--- src/rtl/poly_mac_datapath.sv ---
// Schoolbook polynomial multiplier stage: c(x) = a(x)*b(x) mod (x^N - 1), coefficients mod 2^W.
// Define NEGACYCLIC_EN to reduce mod (x^N + 1) instead (wrapped coefficient is negated).
module poly_mac_datapath #(
  parameter int N = 4,
  parameter int W = 4,
  localparam int CW = (N > 1) ? $clog2(N) : 1
) (
  input  logic           clk,
  input  logic           reset,
  input  logic           in_valid,
  output logic           in_ready,
  input  logic [N*W-1:0] a_flat,
  input  logic [N*W-1:0] b_flat,
  output logic           out_valid,
  input  logic           out_ready,
  output logic [N*W-1:0] c_flat,
  output logic           busy
);

  typedef enum logic [1:0] {IDLE, MAC, DONE} state_t;

  state_t          state_reg;
  logic [CW-1:0]   counter_reg;
  logic [W-1:0]    a_reg    [N];
  logic [W-1:0]    brot_reg [N];
  logic [W-1:0]    acc_reg  [N];

  logic [W-1:0]    a_sel;
  logic [W-1:0]    wrap_val;
  logic [W-1:0]    acc_next  [N];
  logic [W-1:0]    brot_next [N];

  assign a_sel = a_reg[counter_reg];

`ifdef NEGACYCLIC_EN
  assign wrap_val = W'(0) - brot_reg[N-1];
`else
  assign wrap_val = brot_reg[N-1];
`endif

  // One MAC lane per coefficient; BROT shifts up by one so lane j sees b[j-i] at step i.
  generate
    for (genvar gi = 0; gi < N; gi++) begin : g_lane
      assign acc_next[gi] = acc_reg[gi] + W'(a_sel * brot_reg[gi]);
      if (gi == 0) begin : g_wrap
        assign brot_next[gi] = wrap_val;
      end else begin : g_shift
        assign brot_next[gi] = brot_reg[gi-1];
      end
      assign c_flat[gi*W +: W] = acc_reg[gi];
    end
  endgenerate

  always_ff @(posedge clk) begin
    if (reset) begin
      state_reg   <= IDLE;
      in_ready    <= 1'b1;
      out_valid   <= 1'b0;
      busy        <= 1'b0;
      counter_reg <= '0;
      for (int j = 0; j < N; j++) begin
        a_reg[j]    <= '0;
        brot_reg[j] <= '0;
        acc_reg[j]  <= '0;
      end
    end else begin
      case (state_reg)
        IDLE: begin
          if (in_valid) begin
            for (int j = 0; j < N; j++) begin
              a_reg[j]    <= a_flat[j*W +: W];
              brot_reg[j] <= b_flat[j*W +: W];
              acc_reg[j]  <= '0;
            end
            counter_reg <= '0;
            state_reg   <= MAC;
            in_ready    <= 1'b0;
            busy        <= 1'b1;
          end
        end
        MAC: begin
          for (int j = 0; j < N; j++) begin
            acc_reg[j]  <= acc_next[j];
            brot_reg[j] <= brot_next[j];
          end
          if (counter_reg == CW'(N-1)) begin
            counter_reg <= '0;
            state_reg   <= DONE;
            busy        <= 1'b0;
            out_valid   <= 1'b1;
          end else begin
            counter_reg <= counter_reg + 1'b1;
          end
        end
        DONE: begin
          // Accumulators stay untouched here so c_flat survives the drain.
          if (out_ready) begin
            out_valid <= 1'b0;
            in_ready  <= 1'b1;
            state_reg <= IDLE;
          end
        end
        default: begin
          state_reg <= IDLE;
          in_ready  <= 1'b1;
          out_valid <= 1'b0;
          busy      <= 1'b0;
        end
      endcase
    end
  end

endmodule

--- config.mk ---
export PLATFORM = sky130hd
export DESIGN_NAME = poly_mac_datapath
export DESIGN_NICKNAME = d
export VERILOG_FILES = /design/src/rtl/poly_mac_datapath.sv
export SDC_FILE = /design/constraint.sdc
export NUM_CORES = 1
export LEC_CHECK = 0
export ABC_CLOCK_PERIOD_IN_PS = 6400
export CAP_MARGIN = 0
export CORE_MARGIN = 2
export CORE_UTILIZATION = 55
export DETAILED_ROUTE_END_ITERATION = 8
export PLACE_DENSITY = 0.82
export SYNTH_ARGS = -nofsm -noshare
export SYNTH_HDL_FRONTEND = slang
export SYNTH_SLANG_ARGS = --single-unit
--- constraint.sdc ---
create_clock -name clk -period 6.4 [get_ports clk]
set_input_delay 1.28 -clock clk [delete_from_list [all_inputs] [get_ports clk]]
set_output_delay 1.28 -clock clk [all_outputs]
set_load 0.01 [all_outputs]
* Word-level counts from Yosys, hierarchy flattened *
Memories as Yosys holds them, arrays and structs flattened. A register that Yosys moved wholly into a read port is not among the register bits.
Cells that the tools add are included.

storage, ports and cells
  input port bits = 36
  flip-flop bits (word level) = 7
  word-level logic and storage cells = 100
  output and inout port bits = 19
  memories kept = 3
  RAM bits = 48

cells by class
  reductions and logical operators = 7
  multipliers = 4
  add/sub/neg operators = 5
  multiplexer cells = 47
  bitwise gates (word level) = 23
  equal/unequal tests = 6

memories
  name      depth  bits a word  rd ports  clocked after memory_dff  write ports  line  source
  a_reg     4      4            1         1                         4            24    logic [W-1:0] a_reg [N];
  acc_reg   4      4            4         0                         4            26    logic [W-1:0] acc_reg [N];
  brot_reg  4      4            4         0                         4            25    logic [W-1:0] brot_reg [N];

operators by type and width
  cell                                                              count
  4-bit two-way mux                                                 20
  1-bit bitwise OR                                                  20
  4-bit adder                                                       4
  4-bit by 4-bit multiplier with 4-bit output                       4
  1-bit two-way mux                                                 15
  2-bit two-way mux                                                 7
  3-bit AND reduction                                               4
  1-bit one-hot mux with 3 select lines                             3
  2-bit != test (second input constant)                             3
  2-bit one-hot mux with 3 select lines                             1
  2-bit == test (second input constant)                             2
  2-bit one-hot mux with 2 select lines                             1
  1-bit inverter                                                    3
  2-bit by 1-bit adder with 2-bit output (second input constant)    1
  2-bit by 1-bit == test with 1-bit output (second input constant)  1
  2-bit zero test                                                   1
  2-bit AND reduction                                               1
  2-bit nonzero test                                                1

* Longest topological paths before layout *
Gate-level depths: netlist (run 1).

  depth in word-level cells = 6
  gate-level depth with buffers = 14
  mapped depth without buffers = 12

* Least setup slack after synthesis (run 1) *
Ideal clock, no wire load.

  kind = reg-to-reg
  start = register with a tool-made name
  end = memory acc_reg[0][3] (data pin)
  setup slack = 2.477 ns
  library setup time = 0.138 ns
  period minus slack after synthesis = 3.923 ns
  path buffers = 2
  stages on the path, launching flop included = 14
  data arrival time = 3.784 ns
  data required time = 6.262 ns
  cell sequence = dfxtp_1 > buf_6 > mux4_2 > clkbuf_1 > and2_1 > ha_1 > ha_1 > fa_1 > fa_1 > xnor2_1 > xnor2_1 > xnor2_1 > xnor3_1 > nor2_1

RTL lines
  item       line
  to (decl)  26

==> metrics.cfg, run 1 <==
[grt]
grt_pass1_vias = 2262
grtUsageTotal_pct = 21.8
grt_first_pass_wirelength_um = 10700
antenna_found_initial = 0
grt_max_degree = 34
gr-total-overflow = 0

[floorplanning]
dieHeight_um = 82.6
die_w_um = 82.6
fp-row-count = 28
core_um2 = 5960
start_util_pct = 57.1
dieArea_um2 = 6830
io_pins = 55

[run_status]
status = completed

[final_layout]
fill_cells = 455
nets = 396
diodes = 0
area_growth_pct = 23.8
drive_gt1_share_pct = 10.2

[pwr]
power_density_nw_per_um2 = 244
p_leak_nw = 1.75
ir_drop_uv = 157

[synth]
async_reset_ff_share_pct = 0
ys_ff_latch = 57
yosys_warnings = 0
synth_edf_count = 44
synth.net_count = 343
netlist_area_um2 = 3400
synth_top_area_share_pct = 38.8
synth_ff_type = edfxtp_1
synth_common_cells = and2_1, edfxtp_1, ha_1, xnor2_1, nor2_1
synth_area_leaders = edfxtp_1, ha_1, and2_1
synth_top_cell_by_area = edfxtp_1
synth_most_common_cell = and2_1
ys_seq_area_share_pct = 46.5
netlist_instances = 274
avgSynthCellArea_um2 = 12.4
yosysUniqueCellTypes = 32

[cts]
postCtsResizedCells = 0
clk_path_buf_depth = 2
cts_sinks = 57
cts_setup_buffers = 0
cts_tree = done
cts_max_level = 3
cts_root_buffer = clkbuf_8
clock_latency_ns = 0.33
holdBufCountCts = 0
numCtsBuffers = 9
clk_pin_slew_ns = 0.07

[sta]
setup_ws_ns = 1.99
finalMaxSlewViolations = 0
skew_ns = 0.00709
grt_setup_unrepaired = false
finalSetupViolCount = 0
max_freq_ghz = 0.227
period_share_pct = 68.9
period_needed_ns = 4.41
hold_viol = 0
tightest_slew_ns = 0.747
relSlewSlack_pct = 50.1
tns_ns = 0

[route]
vias = 2183
drtPass1Iterations = 4
routed_wl_um = 6480
via_per_inst = 5.36
ant_nets = 0
drc = 0
wire_per_inst_um = 15.9
drtIter0Drc = 149

[critical_path]
max_stage_delay_ns = 0.74
crit_arrival_ns = 4.66
crit_required_ns = 6.65
cp_slowest_cell = mux4_2
criticalPathCategory = flop to flop
endpoint_kind = flop
crit_chain = mux4_2 -> and2_1 -> ha_1 -> ha_1 -> fa_1 -> inv_1 -> fa_1 -> xor2_1 -> xnor2_1 -> xnor2_1 -> xnor3_1 -> a211oi_2
path_max_fanout = 16
startpoint_type = flop

[placed_design]
routabilityCongestion = 0.796
dp_worst_setup_slack_ns = 2.07
place_hpwl_um = 4750
portBuffers = 54

[flow_run]
drv_cap = 0

[worst_hold_path]
hold_path.class = flop to flop

==> placed cells by master (no fill, tap or decap), drive strengths merged, types with 10 or more instances in the layout <==
| cell | count |
|---|---|
| clkdlybuf4s50 | 54 |
| and2 | 49 |
| edfxtp | 44 |
| ha | 25 |
| xnor2 | 23 |
| nand2 | 18 |
| nor2 | 17 |
| a22o | 16 |
| dfxtp | 13 |
| clkbuf | 10 |
==> area by class of cell <==
type	instances	area [um2]	share of cell area (%)
inverter	5	18.8	0.446
clock inverter	6	106	2.53
tap	75	93.8	2.23
sequential	57	1580	37.6
clock buffer	10	128	3.03
multi-input combinational	198	1730	41.0
timing repair buffer	56	556	13.2
==> stage by stage <==
stage	area [um2]	cells	total power [W]	hold slack [ns]	util (%)
4_1_cts	4210	407	0.00104	0.529	70.7
2_1_floorplan	3400	274	0.000570	0.474	-
6_report	4210	407	0.00103	0.529	70.7
5_1_grt	4210	407	0.00107	0.566	70.7
3_3_place_gp	3980	391	0.000631	0.502	66.8
3_5_place_dp	3980	391	0.000638	0.512	66.8
==> critical path, delay by kind of cell (launching register included) <==
family	cells	cell delay, ns
DFF	1	0.61
xor gates and xnor gates	4	0.89
and+or+nand+nor	1	0.23
adders and majority gates	4	1.58
muxes	1	0.74
buffers and inverters	1	0.06
AOI/OAI and AO/OA	1	0.21
==> routing by layer <==
metal / track usage [%] / share of wire, % / vias to the layer above
li1: - / - / 1065
met1: 27.0 / 42 / 1017
met2: 35.6 / 48 / 88
met3: 5.54 / 7.2 / 13
met4: 10.7 / 2.2 / 0
met5: 0 / 0 / -
==> power by group <==
| part | total (W) | switching (W) | internal, W | leakage, nW |
|---|---|---|---|---|
| registers | 0.000454 | 0.0000239 | 0.000430 | 0.593 |
| clock network | 0.000399 | 0.000142 | 0.000257 | 0.114 |
| logic | 0.000176 | 0.0000745 | 0.000102 | 1.04 |
==> cell families after synthesis <==
family	synth area share (%)
AND/OR/NAND/NOR	16.0
multiplexers	4.41
adder cells (fa/ha/maj)	13.9
AO/OA/AOI/OAI	6.73
buffers and inverters	2.72
XOR/XNOR	9.71
flip-flops	46.5
==> final timing paths <==
kind,start,end,slack [ns],depth (start not counted)
setup / recovery,flop,acc_reg[2][3],1.99,12
hold / removal,busy,busy,0.53,2
setup reg to reg,flop,acc_reg[2][3],1.99,12
hold reg to reg,busy,busy,0.53,2
(Power assumes the default switching activity.)
==> run 2: changes to the inputs <==
ABC_CLOCK_PERIOD_IN_PS = 4300   (was 6400)
CORE_UTILIZATION = 54   (was 55)
PLACE_DENSITY = 0.8   (was 0.82)
clock period = 4.3 ns   (was 6.4 ns; I/O delays follow)
==> run 2 against run 1 <==
Compared with the run above:
- maximum frequency grew 9.6%
- final area shrank 0.98%
- combinational power up 53%
- clock-buffer cell count up 1
- first-iteration DRC count rose by 17%
- flip-flop and latch count stayed put
- critical endpoint is now acc_reg[1][3]
- largest power group unchanged
==> metrics.cfg, run 2 (synthesis gave the netlist of run 1 again) <==
[run_status]
status = completed

[cts]
clock_latency_ns = 0.34
holdBufCountCts = 0
cts_sinks = 57
cts_root_buffer = clkbuf_8
clk_pin_slew_ns = 0.06
clk_path_buf_depth = 2
cts_tree = done
cts_max_level = 3
numCtsBuffers = 9

[sta]
tightest_slew_ns = 0.716
skew_ns = 0.0101
grt_setup_unrepaired = false
finalMaxSlewViolations = 0
tns_ns = 0
period_needed_ns = 4.03
finalSetupViolCount = 0
period_share_pct = 93.6
setup_ws_ns = 0.273
relSlewSlack_pct = 52.2
hold_viol = 0
max_freq_ghz = 0.248

[critical_path]
criticalPathCategory = flop to flop
path_max_fanout = 11
rr_worst_depth = 12
endpoint_kind = flop
reg2reg_slack_ns = 0.27
startpoint_type = flop
crit_required_ns = 4.49
crit_arrival_ns = 4.22
r2r_end = acc_reg[1][3]

[placed_design]
dp_worst_setup_slack_ns = 0.211
place_area_um2 = 3990
routabilityCongestion = 0.778
portBuffers = 54
place_hpwl_um = 4950

[grt]
antenna_found_initial = 0
grt_pass1_vias = 2321
grtUsageTotal_pct = 21.0
grt_max_degree = 34
gr-total-overflow = 0
grt_first_pass_wirelength_um = 11200

[route]
routed_wl_um = 6540
ant_nets = 0
via_per_inst = 5.28
wire_per_inst_um = 15.9
vias = 2174
drtPass1Iterations = 4
drtIter0Drc = 175
drc = 0

[worst_hold_path]
min_to = busy
hold_depth = 2
hp-start = busy
hold_path.class = flop to flop

[final_layout]
diodes = 0
area_growth_pct = 22.6
final_area_um2 = 4170
final_cell_mix = clkdlybuf4s50_1, and2_1, edfxtp_1, ha_1, xnor2_1
drive_gt1_share_pct = 11.3
final_util_pct = 69.6
final_common_cell = clkdlybuf4s50_1
nets = 401

[pwr]
p_leak_nw = 1.74
ir_drop_uv = 210
power_density_nw_per_um2 = 325

[floorplanning]
dieArea_um2 = 6950
die_w_um = 83.4
dieHeight_um = 83.4
core_um2 = 5990
start_util_pct = 56.8
fp-row-count = 28
io_pins = 55

[flow_run]
drv_cap = 0

-- run 2: how the worst max path moves through the flow --
| stage | to | start | cells past startpoint |
|---|---|---|---|
| final | acc_reg[1][3] | flop | 12 |
| after floorplan | acc_reg[0][3] | flop | 13 |
| after global routing | acc_reg[1][3] | flop | 12 |
| after global placement | acc_reg[2][3] | flop | 12 |
| after detailed placement | acc_reg[2][3] | flop | 12 |
| after CTS | acc_reg[0][3] | flop | 11 |
-- run 2: final cells by class --
type	instances	area, um2
Tap cell	75	93.8
Timing Repair Buffer	61	593
Inverter	5	18.8
Sequential cell	57	1580
Clock buffer	11	131
Multi-Input combinational cell	198	1730
Clock inverter	5	23.8
Fill cell	448	1820
-- run 2: what timing repair did --
item	4_1_cts	5_1_grt
endpoints found under the setup margin	0	1
buffers inserted	0	3
gates resized for setup	0	0
-- run 2: where the power goes --
group          leakage [nW]  switching [W]  internal [W]  total (W)
sequential            0.593      0.0000337      0.000641   0.000674
combinational          1.07       0.000114      0.000156   0.000270
clock                0.0843       0.000207      0.000203   0.000410
-- run 2: critical path, stage by stage, from the launching register on --
cell,delay (ns)
dfxtp_1,0.42
mux4_2,0.64
buf_4,0.19
and2_1,0.15
ha_1,0.27
ha_1,0.30
fa_1,0.49
fa_1,0.45
xnor2_1,0.20
xnor2_1,0.15
xnor2_1,0.14
xnor3_1,0.40
nor2_1,0.09
-- run 2: per-stage QoR --
stage / instances / hold WS [ns] / total power (W)
after floorplan: 274 / 0.474 / 0.000849
after global placement: 393 / 0.506 / 0.000943
after detailed placement: 393 / 0.506 / 0.000954
after CTS: 409 / 0.522 / 0.00136
after global routing: 412 / 0.560 / 0.00143
final: 412 / 0.524 / 0.00135
-- run 2: metal layers --
layer	vias up	GRT usage [%]	wire (um)
li1	1075	-	-
met1	1024	26.0	2790
met2	67	35.4	3270
met3	8	4.27	408
met4	0	9.39	70
met5	-	0	0
==> run 3: changes to the inputs <==
SETUP_SLACK_MARGIN = 0.1   (was unset)
==> run 3 against run 2 <==
Compared with the run above:
- via count up 4.0%
- highest routed layer unchanged
- largest cell class unchanged
- final area up 1.3%
- worst setup slack improved by 0.011 ns
==> metrics.cfg, run 3 (synthesis gave the netlist of run 1 again) <==
[critical_path]
rr_worst_depth = 12
path_max_fanout = 10
criticalPathCategory = flop to flop
cp_slowest_cell = dfxtp_1
endpoint_kind = flop
crit_arrival_ns = 4.21
crit_required_ns = 4.50
r2r_end = acc_reg[1][3]
reg2reg_slack_ns = 0.28
crit_top_cell = xnor2_1
critical_path.top_delay_family = adder cells
crit_chain = mux4_2 -> buf_4 -> and2_1 -> ha_1 -> ha_1 -> fa_1 -> fa_1 -> xnor2_1 -> xnor2_1 -> xnor2_1 -> xnor3_1 -> nor2_1
max_stage_delay_ns = 0.60
path_buf_inv = 1
startpoint_type = flop

[pwr]
p_switching_w = 0.000363
p_clk_share_pct = 30.2
internal_power_w = 0.00100
pwr-share-seq_pct = 49.7
combPwrFrac_pct = 20.1
swShare_pct = 26.6
ir_drop_uv = 211
power_density_nw_per_um2 = 324
p_leak_nw = 1.76

[final_layout]
area_growth_pct = 24.2
final_util_pct = 70.5
diodes = 0
final_area_um2 = 4220
final_cell_mix = clkdlybuf4s50_1, and2_1, edfxtp_1, ha_1, xnor2_1
regArea_um2 = 1580
multi_input_area_um2 = 1780
fill_cells = 436
nets = 403
final_common_cell = clkdlybuf4s50_1
drive_gt1_share_pct = 11.5

[sta]
skew_ns = 0.0105
relSlewSlack_pct = 52.1
finalMaxSlewViolations = 0
hold_viol = 0
tightest_slew_ns = 0.717
period_share_pct = 93.4
period_needed_ns = 4.02
grt_setup_unrepaired = false
finalSetupViolCount = 0
tns_ns = 0
max_freq_ghz = 0.249

[cts]
numCtsBuffers = 9
cts_sinks = 57
cts_root_buffer = clkbuf_8
clk_path_buf_depth = 2
clk_pin_slew_ns = 0.06
clock_latency_ns = 0.34
holdBufCountCts = 0
cts_max_level = 3
cts_tree = done

[route]
drc = 0
drtPass1Iterations = 4
ant_nets = 0
wire_per_inst_um = 17.2
via_per_inst = 5.46
vias = 2261
routed_wl_um = 7120
drtIter0Drc = 219

[worst_hold_path]
hold_depth = 2
min_to = busy
hp-start = busy
hold_path.class = flop to flop

[floorplanning]
fp-row-count = 28
dieArea_um2 = 6950
die_w_um = 83.4
core_um2 = 5990
dieHeight_um = 83.4
start_util_pct = 56.8
io_pins = 55

[grt]
gr-total-overflow = 0
grtUsageTotal_pct = 21.0
grt_pass1_vias = 2321
grt_first_pass_wirelength_um = 11200
antenna_found_initial = 0
grt_max_degree = 34

[placed_design]
place_area_um2 = 3990
portBuffers = 54
place_hpwl_um = 4950
routabilityCongestion = 0.778

[run_status]
status = completed

[flow_run]
drv_cap = 0

[run 3: cell types whose count changed in the layout (fill, tap and decap cells not counted)]
| cell | before | now |
|---|---|---|
| dfxtp_1 | 13 | 12 |
| dfxtp_2 | 0 | 1 |
| mux4_1 | 0 | 2 |
[run 3: layout make-up]
class	count	area share [%]
Clock buffer	11	3.11
Sequential cell	57	37.5
Tap cell	75	2.22
Clock inverter	5	0.563
Multi-Input combinational cell	200	42.2
Timing Repair Buffer	61	14.0
Inverter	5	0.444
[run 3: worst register-to-register path, stage by stage, from the launching register on]
cell	delay, ns
dfxtp_1	0.60
mux4_2	0.45
buf_4	0.18
and2_1	0.15
ha_1	0.27
ha_1	0.30
fa_1	0.49
fa_1	0.45
xnor2_1	0.20
xnor2_1	0.15
xnor2_1	0.14
xnor3_1	0.40
nor2_1	0.09
[run 3: worst max-delay path by stage]
stage | cells past startpoint | startpoint | slack, ns | endpoint
floorplan | 13 | flop | 0.38 | acc_reg[0][3]
global placement | 12 | flop | 0.30 | acc_reg[2][3]
detailed placement | 12 | flop | 0.21 | acc_reg[2][3]
CTS | 11 | flop | 0.19 | acc_reg[0][3]
global route | 12 | flop | 0.10 | acc_reg[2][3]
finish | 12 | flop | 0.28 | acc_reg[1][3]
[run 3: timing repair]
item,CTS,global route
gates resized for setup,0,1
setup endpoints to repair,0,3
buffers inserted,0,3
[run 3: routing by layer]
metal	global-route usage (%)	routed length (um)	up-vias
met2	35.4	3490	86
met5	0	0	-
li1	-	-	1087
met4	9.39	94	0
met3	4.27	525	9
met1	26.0	3010	1079
[run 3: through the flow]
step | power (W) | setup slack (ns) | hold slack (ns) | std cells
after floorplan | 0.000849 | 0.377 | 0.474 | 274
after global placement | 0.000943 | 0.303 | 0.506 | 393
after detailed placement | 0.000954 | 0.211 | 0.506 | 393
after CTS | 0.00136 | 0.188 | 0.522 | 409
after global routing | 0.00144 | 0.101 | 0.560 | 414
final | 0.00137 | 0.285 | 0.523 | 414
[run 3: power by group through the flow]
| stage | clock network (W) | logic [W] | registers (W) |
|---|---|---|---|
| after floorplan | 0 | 0.000169 | 0.000680 |
| after global placement | 0 | 0.000259 | 0.000684 |
| after detailed placement | 0 | 0.000268 | 0.000686 |
| after CTS | 0.000417 | 0.000270 | 0.000675 |
| after global routing | 0.000450 | 0.000303 | 0.000686 |
| final | 0.000412 | 0.000275 | 0.000679 |
